$ cat config.mk
export PLATFORM = sky130hd
export DESIGN_NAME = wb_arbiter2
export DESIGN_NICKNAME = d
export VERILOG_FILES = /design/src/rtl/wb_arbiter2.sv
export SDC_FILE = /design/constraint.sdc
export NUM_CORES = 1
export LEC_CHECK = 0
export ABC_CLOCK_PERIOD_IN_PS = 1350
export CORE_AREA = 4 4 123 125
export DETAILED_ROUTE_END_ITERATION = 8
export DIE_AREA = 0 0 127 129
export GPL_ROUTABILITY_DRIVEN = 0
export SLEW_MARGIN = 20
export SYNTH_ARGS = -nofsm -noshare
export SYNTH_HDL_FRONTEND = slang
export SYNTH_SLANG_ARGS = --single-unit
$ cat constraint.sdc
create_clock -name wb_clk -period 1.35 [get_ports wb_clk]
set_input_delay 0.2025 -clock wb_clk [delete_from_list [all_inputs] [get_ports wb_clk]]
set_output_delay 0.2025 -clock wb_clk [all_outputs]
set_load 0.1 [all_outputs]
$ cat src/rtl/wb_arbiter2.sv
// rtl/wb_arbiter2.sv - two-master round-robin Wishbone classic arbiter with stall watchdog
// Ownership is held for the whole owner cyc; the slave-side mux is driven purely from the registered grant.
module wb_arbiter2 #(
  parameter int AW             = 32,
  parameter int DW             = 32,
  parameter int TIMEOUT_CYCLES = 255,
  parameter int CW             = 8
) (
  input  logic              wb_clk,
  input  logic              wb_rst_n,

  input  logic              m0_cyc_i,
  input  logic              m0_stb_i,
  input  logic              m0_we_i,
  input  logic [AW-1:0]     m0_adr_i,
  input  logic [DW-1:0]     m0_dat_i,
  input  logic [DW/8-1:0]   m0_sel_i,
  output logic [DW-1:0]     m0_dat_o,
  output logic              m0_ack_o,
  output logic              m0_err_o,

  input  logic              m1_cyc_i,
  input  logic              m1_stb_i,
  input  logic              m1_we_i,
  input  logic [AW-1:0]     m1_adr_i,
  input  logic [DW-1:0]     m1_dat_i,
  input  logic [DW/8-1:0]   m1_sel_i,
  output logic [DW-1:0]     m1_dat_o,
  output logic              m1_ack_o,
  output logic              m1_err_o,

  output logic              s_cyc_o,
  output logic              s_stb_o,
  output logic              s_we_o,
  output logic [AW-1:0]     s_adr_o,
  output logic [DW-1:0]     s_dat_o,
  output logic [DW/8-1:0]   s_sel_o,
  input  logic [DW-1:0]     s_dat_i,
  input  logic              s_ack_i,

  output logic [1:0]        grant_o
);

  typedef enum logic [1:0] {IDLE, OWN0, OWN1} state_t;

  localparam bit            WD_EN   = (TIMEOUT_CYCLES != 0);
  localparam logic [CW-1:0] WD_LAST = CW'(WD_EN ? TIMEOUT_CYCLES - 1 : 0);

  state_t        state;
  logic          last_owner;
  logic [CW-1:0] wd_cnt;
  logic          owner_change;
  logic          stalled;
  logic          wd_fire;

  always_ff @(posedge wb_clk or negedge wb_rst_n) begin
    if (!wb_rst_n) begin
      state      <= IDLE;
      grant_o    <= 2'b00;
      last_owner <= 1'b1;
    end else begin
      case (state)
        IDLE: begin
          // On a tie the master that did not own the bus last wins.
          if (m0_cyc_i && (!m1_cyc_i || last_owner)) begin
            state   <= OWN0;
            grant_o <= 2'b01;
          end else if (m1_cyc_i) begin
            state   <= OWN1;
            grant_o <= 2'b10;
          end
        end
        OWN0: begin
          if (!m0_cyc_i) begin
            last_owner <= 1'b0;
            if (m1_cyc_i) begin
              state   <= OWN1;
              grant_o <= 2'b10;
            end else begin
              state   <= IDLE;
              grant_o <= 2'b00;
            end
          end
        end
        OWN1: begin
          if (!m1_cyc_i) begin
            last_owner <= 1'b1;
            if (m0_cyc_i) begin
              state   <= OWN0;
              grant_o <= 2'b01;
            end else begin
              state   <= IDLE;
              grant_o <= 2'b00;
            end
          end
        end
        default: begin
          state   <= IDLE;
          grant_o <= 2'b00;
        end
      endcase
    end
  end

  always_comb begin
    owner_change = 1'b0;
    case (state)
      IDLE:    owner_change = m0_cyc_i | m1_cyc_i;
      OWN0:    owner_change = ~m0_cyc_i;
      OWN1:    owner_change = ~m1_cyc_i;
      default: owner_change = 1'b1;
    endcase
  end

  assign s_cyc_o = (grant_o[0] & m0_cyc_i) | (grant_o[1] & m1_cyc_i);
  assign s_stb_o = (grant_o[0] & m0_stb_i) | (grant_o[1] & m1_stb_i);
  assign s_we_o  = (grant_o[0] & m0_we_i)  | (grant_o[1] & m1_we_i);
  assign s_adr_o = ({AW{grant_o[0]}} & m0_adr_i) | ({AW{grant_o[1]}} & m1_adr_i);
  assign s_dat_o = ({DW{grant_o[0]}} & m0_dat_i) | ({DW{grant_o[1]}} & m1_dat_i);
  assign s_sel_o = ({(DW/8){grant_o[0]}} & m0_sel_i) | ({(DW/8){grant_o[1]}} & m1_sel_i);

  // Ack in the would-be timeout cycle is not a stall, so ack naturally wins over err.
  assign stalled = s_cyc_o & s_stb_o & ~s_ack_i;
  assign wd_fire = WD_EN && stalled && (wd_cnt == WD_LAST);

  always_ff @(posedge wb_clk or negedge wb_rst_n) begin
    if (!wb_rst_n) begin
      wd_cnt <= '0;
    end else if (owner_change || !stalled || wd_fire) begin
      wd_cnt <= '0;
    end else if (wd_cnt != {CW{1'b1}}) begin
      wd_cnt <= wd_cnt + 1'b1;
    end
  end

  assign m0_ack_o = s_ack_i & grant_o[0] & m0_cyc_i;
  assign m1_ack_o = s_ack_i & grant_o[1] & m1_cyc_i;
  assign m0_err_o = wd_fire & grant_o[0];
  assign m1_err_o = wd_fire & grant_o[1];
  assign m0_dat_o = {DW{wb_rst_n}} & s_dat_i;
  assign m1_dat_o = {DW{wb_rst_n}} & s_dat_i;

endmodule

==> metrics.txt <==
proportion of synthesized chip area in sequential cells 0.151; largest net degree at the start of global routing 43; worst reg2reg path depth 6; per-cell routed wire length 20.6 um; Tightest Hold Check Type input port to async pin; count leader, synth a22o_1; max-cap check violation count 0; failing checks setup timing; power density relative to cell area 1410 mW/mm2; number of remaining DRC errors 0; IO Count 318; Die Width 127 um; RSZ-0062 raised after global routing yes; pin slew with the least headroom to its limit 426 ps; clock period minus final worst setup slack 1770 ps; sum of net half-perimeters after detailed placement 11,900 um; number of buffers created by CTS 3; number of antenna-violating nets in the routed design 0; number of enable-type register cells in the synthesized netlist 0; number of failing hold endpoints at the final stage 0; Worst Path Buf+Inv 4; most used standard cells in the synthesized netlist a22o_1, and2_1, buf_4, clkbuf_1, dfrtp_1; Root Buffer clkbuf_16; highest cell delay on the worst timing path 500 ps; CTS tree done; Die Area 0.0164 mm2; top post-synthesis cells by area a22o_1, dfrtp_1, buf_4; Congestion Overflow GR 0; worst r2r dst wd_cnt[6]; Via Count 3,102; DP Cell Count 700; core area 0.0139 mm2; Worst Slack Setup Final -417 ps; row cnt 43; total count of max-transition violations in the final report 0; fraction of registers with async set or reset after synthesis 1.00; Post-Syn Nets 406; status finished, violations left; cell occurring most often along the worst timing path buf_12; list of cells traversed by the critical path buf_12 > buf_12 > buf_16 > a22o_4 > buf_12; number of distinct library cells after synthesis 37; cell area after technology mapping 0.00183 mm2; IR Drop Worst-Case VDD 710 uV; wire length of the first global-routing pass 20,700 um; kind of start point of the critical path flop; Total Power 11.1 mW; top flip-flop cell by instance count after synthesis dfrtp_1; CTS sink count 11; first-pass detailed-route iteration total 4; type of element capturing the critical path output port; achievable frequency 566 MHz; antenna violations before repair 0; Avg Inst Size Synth 8.07 um2; Synth top area share 0.330; library cell with the largest summed area after synthesis a22o_1; later-pin clock latency in the skew report 230 ps; number of standard cells in the final layout excluding fillers 725; Via density 4.28; layout cell share with drive strength beyond 1 0.618; clock transition at the registers of the reported paths 40 ps; diode insertion count for antenna repair 0; synthesized flop and latch total 11; Clock Skews 0.369 ps; Register-to-Register Setup Slack -330 ps; worst setup slack before clock tree synthesis -557 ps; Total Nets Final 725; Hold Buf Count CTS 0; vias in the first global route 3,370; wire length reported by the detailed router 14,900 um; Critical Path AT 1560 ps; worst reg2reg path startpoint state[0]; crit-path max FO 9; Synth warnings 0; Setup TNS -29,910 ps; Port Buffers 317; clock buffer depth 2; kind of cell with the highest combined delay on the critical path buffers and inverters; die height 129 um; relative slew slack 0.716; GRT Overall Usage 0.164; final period utilization 1.31; Worst path slowest cell dfrtp_4; worst setup path category flop to output port; starting density of the core 0.132; required time at the endpoint of the critical path 1150 ps; total setup violations reported at the end of the flow 87; area added between synthesis and finish 332%; leak pwr 3.36 nW; DRC marker count from the first detailed-route iteration 53; Synth Instances 227; Max H-tree Level 1
## metal layers
| layer | vias up | routed length (um) | GRT usage |
|---|---|---|---|
| met1 | 1477 | 5030 | 0.171 |
| met4 | 0 | 338 | 0.0353 |
| met3 | 20 | 929 | 0.0423 |
| met5 | - | 0 | 0 |
| met2 | 138 | 8620 | 0.327 |
| li1 | 1467 | - | - |
## metrics by stage
| stage | hold WS, ps | utilization | instance area [um2] |
|---|---|---|---|
| 3_5_place_dp | 499 | 0.525 | 7290 |
| 6_report | 278 | 0.569 | 7910 |
| 2_1_floorplan | -93.1 | - | 2640 |
| 5_1_grt | 327 | 0.569 | 7910 |
| 3_3_place_gp | 480 | 0.525 | 7290 |
| 4_1_cts | 387 | 0.557 | 7730 |
## worst max-delay path by stage
stage	from	to	slack, ps	cells past startpoint
floorplan	state[0]	s_adr_o[10]	-450	3
global placement	m0_stb_i	m1_err_o	-590	7
detailed placement	m0_stb_i	m0_err_o	-560	7
CTS	state[1]	m0_err_o	-410	5
global route	state[0]	m0_err_o	-470	5
finish	state[1]	s_dat_o[28]	-420	5
## where the power goes
part / internal, mW / total (mW) / switching, mW
sequential: 0.382 / 0.432 / 0.0500
combinational: 4.18 / 10.2 / 5.98
clock: 0.396 / 0.534 / 0.138
total: 4.96 / 11.1 / 6.17
## flip-flops by register name, indices dropped and copies added, names as in the netlist
register	cells
last_owner	1
wd_cnt	8
state	2
## kinds of logic (layout without fill, tap and decap cells)
| logic type | after synthesis | in the layout | synth area share |
|---|---|---|---|
| buffers and inverters | 59 | 377 | 0.193 |
| XOR/XNOR | 2 | 2 | 0.00956 |
| AO/OA/AOI/OAI | 85 | 85 | 0.395 |
| adder cells (fa/ha/maj) | 2 | 2 | 0.0137 |
| flip-flops | 11 | 11 | 0.151 |
| AND/OR/NAND/NOR | 68 | 68 | 0.238 |
## worst min-delay path, delay by kind of cell
| kind | cells | cell delay, ps |
|---|---|---|
| buffers and inverters | 3 | 650 |
## final cells by class
class	instances	area [um2]
fill	1119	5980
timing repair buffer	368	5300
multi-input combinational	157	2000
sequential	11	284
tap	180	225
clock buffer	4	78.8
inverter	5	21.3
## what timing repair did
action / in CTS / in global routing
setup buffers: 12 / 6
cloned: 6 / 2
pin swaps: 8 / 10
resized for setup: 40 / 27
endpoints found under the setup margin: 150 / 103
## layout by cell type (no fill, tap or decap), types with 5 or more instances in the layout
cell               n
a22o_4            68
and2_2            19
and2_4            16
buf_12           148
buf_16             8
buf_4             26
clkbuf_16          5
clkdlybuf4s50_1  174
dfrtp_1            8
nor2_1             5
No activity file was read; power rests on OpenSTA's default activity.
